**config.mk**
```make
export PLATFORM = sky130hd
export DESIGN_NAME = lipsi_uart_tx
export DESIGN_NICKNAME = d
export VERILOG_FILES = /design/src/rtl/lipsi_uart_tx.sv
export SDC_FILE = /design/constraint.sdc
export NUM_CORES = 1
export LEC_CHECK = 0
export BUFFER_PORTS_ARGS = -buffer_cell sky130_fd_sc_hd__clkbuf_2
export CAP_MARGIN = 20
export CORE_UTILIZATION = 45
export CTS_BUF_LIST = sky130_fd_sc_hd__clkbuf_4 sky130_fd_sc_hd__clkbuf_8
export CTS_CLUSTER_DIAMETER = 80
export DETAILED_ROUTE_END_ITERATION = 12
export PLACE_DENSITY = 0.65
export SYNTH_ARGS = -nofsm -noshare
export SYNTH_HDL_FRONTEND = slang
export SYNTH_SLANG_ARGS = --single-unit
```
**constraint.sdc**
```tcl
create_clock -name clk -period 2.65 [get_ports clk]
set_clock_uncertainty 0.2 [all_clocks]
set_input_delay 0.265 -clock clk [delete_from_list [all_inputs] [get_ports clk]]
set_output_delay 0.265 -clock clk [all_outputs]
set_load 0.01 [all_outputs]
```
**src/rtl/lipsi_uart_tx.sv**
```systemverilog
// rtl/lipsi_uart_tx.sv - 8N1/8N2 UART transmitter for the Lipsi output port
module lipsi_uart_tx #(
  parameter int CLK_DIV   = 16,
  parameter int STOP_BITS = 1
) (
  input  logic       clk,
  input  logic       rst_n,
  input  logic       ena,
  input  logic [7:0] tx_data,
  input  logic       tx_valid,
  output logic       tx_ready,
  output logic       txd,
  output logic       busy
);

  localparam int DW = (CLK_DIV > 1) ? $clog2(CLK_DIV) : 1;
  localparam logic [DW-1:0] DIV_LAST  = DW'(CLK_DIV - 1);
  localparam logic [2:0]    STOP_LAST = 3'(STOP_BITS - 1);

  typedef enum logic [1:0] {IDLE, START, DATA, STOP} state_t;

  state_t          state;
  logic [DW-1:0]   div_cnt;
  logic [2:0]      bit_idx;
  logic [7:0]      shift;
  logic            div_wrap;

  assign div_wrap = (div_cnt == DIV_LAST);
  // rst_n term keeps the producer stalled while the block is held in reset
  assign tx_ready = (state == IDLE) && ena && rst_n;
  assign busy     = (state != IDLE);

  always_ff @(posedge clk or negedge rst_n) begin
    if (!rst_n) begin
      state   <= IDLE;
      txd     <= 1'b1;
      div_cnt <= '0;
      bit_idx <= '0;
      shift   <= '0;
    end else if (state == IDLE) begin
      if (tx_valid && tx_ready) begin
        shift   <= tx_data;
        state   <= START;
        div_cnt <= '0;
        bit_idx <= '0;
        txd     <= 1'b0;
      end
    end else begin
      div_cnt <= div_wrap ? '0 : div_cnt + 1'b1;
      // txd is loaded with the level of the period that starts at the wrap
      if (div_wrap) begin
        case (state)
          START: begin
            state   <= DATA;
            bit_idx <= '0;
            txd     <= shift[0];
          end
          DATA: begin
            shift <= shift >> 1;
            if (bit_idx == 3'd7) begin
              state   <= STOP;
              bit_idx <= '0;
              txd     <= 1'b1;
            end else begin
              bit_idx <= bit_idx + 1'b1;
              txd     <= shift[1];
            end
          end
          STOP: begin
            if (bit_idx == STOP_LAST) begin
              state   <= IDLE;
              bit_idx <= '0;
            end else begin
              bit_idx <= bit_idx + 1'b1;
            end
          end
          default: state <= IDLE;
        endcase
      end
    end
  end

endmodule

```
==> results.toml <==
[grt]
grt_pass1_vias = 734
grt_pass1_wl_um = 3360
grt_max_degree = 15
grt_antenna_before_repair = 0
grt_use_total = 0.1832
grt_overflow = 0

[cts]
cts_buffer_depth = 2
cts_setup_buffers = 0
clkSlewWorstSetupHoldPaths_ns = 0.11
cts_buffers = 3
clock-root-buffer = "clkbuf_4"
ctsResizeCount = 0
clk-insertion-delay-late_ns = 0.30
cts.sink_count = 18
cts_tree = "yes"
cts_hold_buf = 1
htreeDepth = 1

[cells_and_area]
syn_to_final_growth_pct = 12.13
postLayoutCellArea_mm2 = 0.001191
utilization = 0.5385
nFillCells = 209
drive_gt1_frac = 0.2479
diodes = 0
nets = 143

[sta]
finalHoldViolCount = 0
fin_crit_sh = 0.8497
max_clock_freq_mhz = 444.1
slew_violations = 0
worst_slew_pin_slew_ns = 0.5410
post-route-min-period_ns = 2.252
slew_headroom = 0.6394
hold_ws_ns = 0.04869
setup_tns_ns = 0
setup_violations = 0
rsz0062_at_grt = "no"

[yosys]
synth_top_area_frac = 0.4005
synth_compound_gate_area_share = 0.2014
yosys.area_share.simple = 0.1272
synth_edf_count = 0
synth.area.mux_share = 0.05065
synth-seq-cells = 18
synth_most_common_cell = "dfrtp_1"
synth_top_area_cell = "dfrtp_1"
synthXorXnorAreaFrac = 0.008245
yosysUniqueCellTypes = 33
syn_inst = 104
synth_warnings = 0
synthAdderAreaFrac = 0.1060
syn-cell-area_mm2 = 0.001062
ys_seq_area_frac = 0.4252
ys.flop_type = "dfrtp_1"
synthTopCellsByCount = "dfrtp_1 (17), inv_1 (14), a21oi_1 (13), ha_1 (9), o22ai_1 (7)"
synth_top_family_by_area = "compound AO/OA/AOI/OAI gates"
synthTopCellsByArea = "dfrtp_1 (40%), ha_1 (11%), a21oi_1 (6.1%)"
synth_nets = 125
avgSynthCellArea_um2 = 10.21
synthArstFlopShare = 1.000

[routing]
first_pass_iters = 4
postRouteAntennaNets = 0
dr.first_iter.drc_count = 7
drc = 0
wl_um = 1965
wl_per_cell_um = 13.19
vias = 779
vias_per_cell = 5.228

[worst_setup_path]
worst-path-buf-inv = 3
r2r_cells = 6
rr_endpoint = "bit_idx[0]"
r2r-start = "state[0]"
crit_chain = "inv_1 -> ha_1 -> inv_2 -> clkbuf_2"
rrSetupSlack_ns = 0.40
critPathLaunchType = "flop"
worstPathMaxFanout = 14
worst_ep_required_time_ns = 2.18
slowest_delay_ns = 0.51
arrival_ns = 1.79
path_delay_family = "buffers and inverters"
cpMaxStageDelayCell = "ha_1"
crit_type = "reg -> out"
endpoint_kind = "primary output"

[die]
ios = 15
die_h_um = 50.59
core_area_mm2 = 0.002212
fp.dieArea_mm2 = 0.002559
die_w_um = 50.59
num_rows = 17
start_util = 0.4802

[min_path]
hold_depth = 3
hold_path_class = "in -> reg"
hold_path_end = "shift[6]"
hold_path_startpoint = "tx_data[6]"

[job]
maxCapViolCount = 0

[status]
outcome = "finished clean"

[placement]
postPlaceCellArea_mm2 = 0.001145
place.gp.congestion = 0.7644
place_hpwl_um = 1484
port-buffer-count = 14

[pwr]
irDropWorstVdd_mv = 0.2669
power_density_mw_per_mm2 = 394.9
p_leak_nw = 0.5534
==> report_power, final <==
part           total [mW]  internal, mW  switching, mW
combinational      0.0191       0.00819         0.0110
sequential          0.275         0.275              0
clock               0.177        0.0840         0.0927
total               0.470         0.367          0.104
==> sequential cells by signal (all words and copies together) (netlist names) <==
| register | count |
|---|---|
| shift | 8 |
| state | 2 |
| txd | 1 |
| bit_idx | 3 |
| div_cnt | 4 |
==> routing by layer <==
layer	part of all wire	GRT usage
met2	0.43	0.2778
met1	0.50	0.2314
met3	0.050	0.05758
met4	0.023	0.09722
met5	0	0
==> layout make-up <==
class                      count  area [µm²]  share of cell area
clock buffer                   4       36.28             0.03046
inverter                      15       56.30             0.04727
multi-input combinational     68       524.3              0.4401
sequential                    18       451.7              0.3792
tap                           28       35.03             0.02941
timing repair buffer          16       87.58             0.07353
==> kinds of logic (layout without fill, tap and decap cells) <==
logic type | after synthesis | in the layout
buf+inv | 18 | 35
simple gates | 20 | 20
flops | 18 | 18
xor+xnor | 1 | 1
fa+ha+maj | 9 | 9
mux | 5 | 5
compound gates | 33 | 33
==> per-stage QoR <==
step	instances	power [mW]	setup slack, ns
4_1_cts	149	0.4778	0.3781
3_5_place_dp	144	0.2985	0.4202
5_1_grt	149	0.4916	0.2019
2_1_floorplan	104	0.2814	0.7180
6_report	149	0.4704	0.3982
3_3_place_gp	144	0.2982	0.4829
==> how the worst max path moves through the flow <==
stage,from,to,slack (ns),cells past startpoint
after floorplan,state[0],bit_idx[0],0.72,4
after global placement,state[0],bit_idx[2],0.48,6
after detailed placement,state[0],bit_idx[0],0.42,6
after CTS,state[0],busy,0.38,4
after global routing,state[0],bit_idx[0],0.20,6
final,state[0],busy,0.40,4
==> tightest hold or removal path: stages <==
cell and delay [ns]:
clkbuf_2 0.08, o22ai_1 0.07, a21oi_1 0.11
==> placed cells by master (no fill, tap or decap), types with 2 or more instances in the layout <==
master and instances:
a21oi_1 13, clkbuf_2 14, clkbuf_4 3, dfrtp_1 17, ha_1 9, inv_1 14
mux2_2 3, mux2i_1 2, nand2b_1 2, nand3_1 6, nor2_1 3, nor3b_1 2
o21ai_0 4, o22ai_1 7
Power figures use the tool's default switching activity.
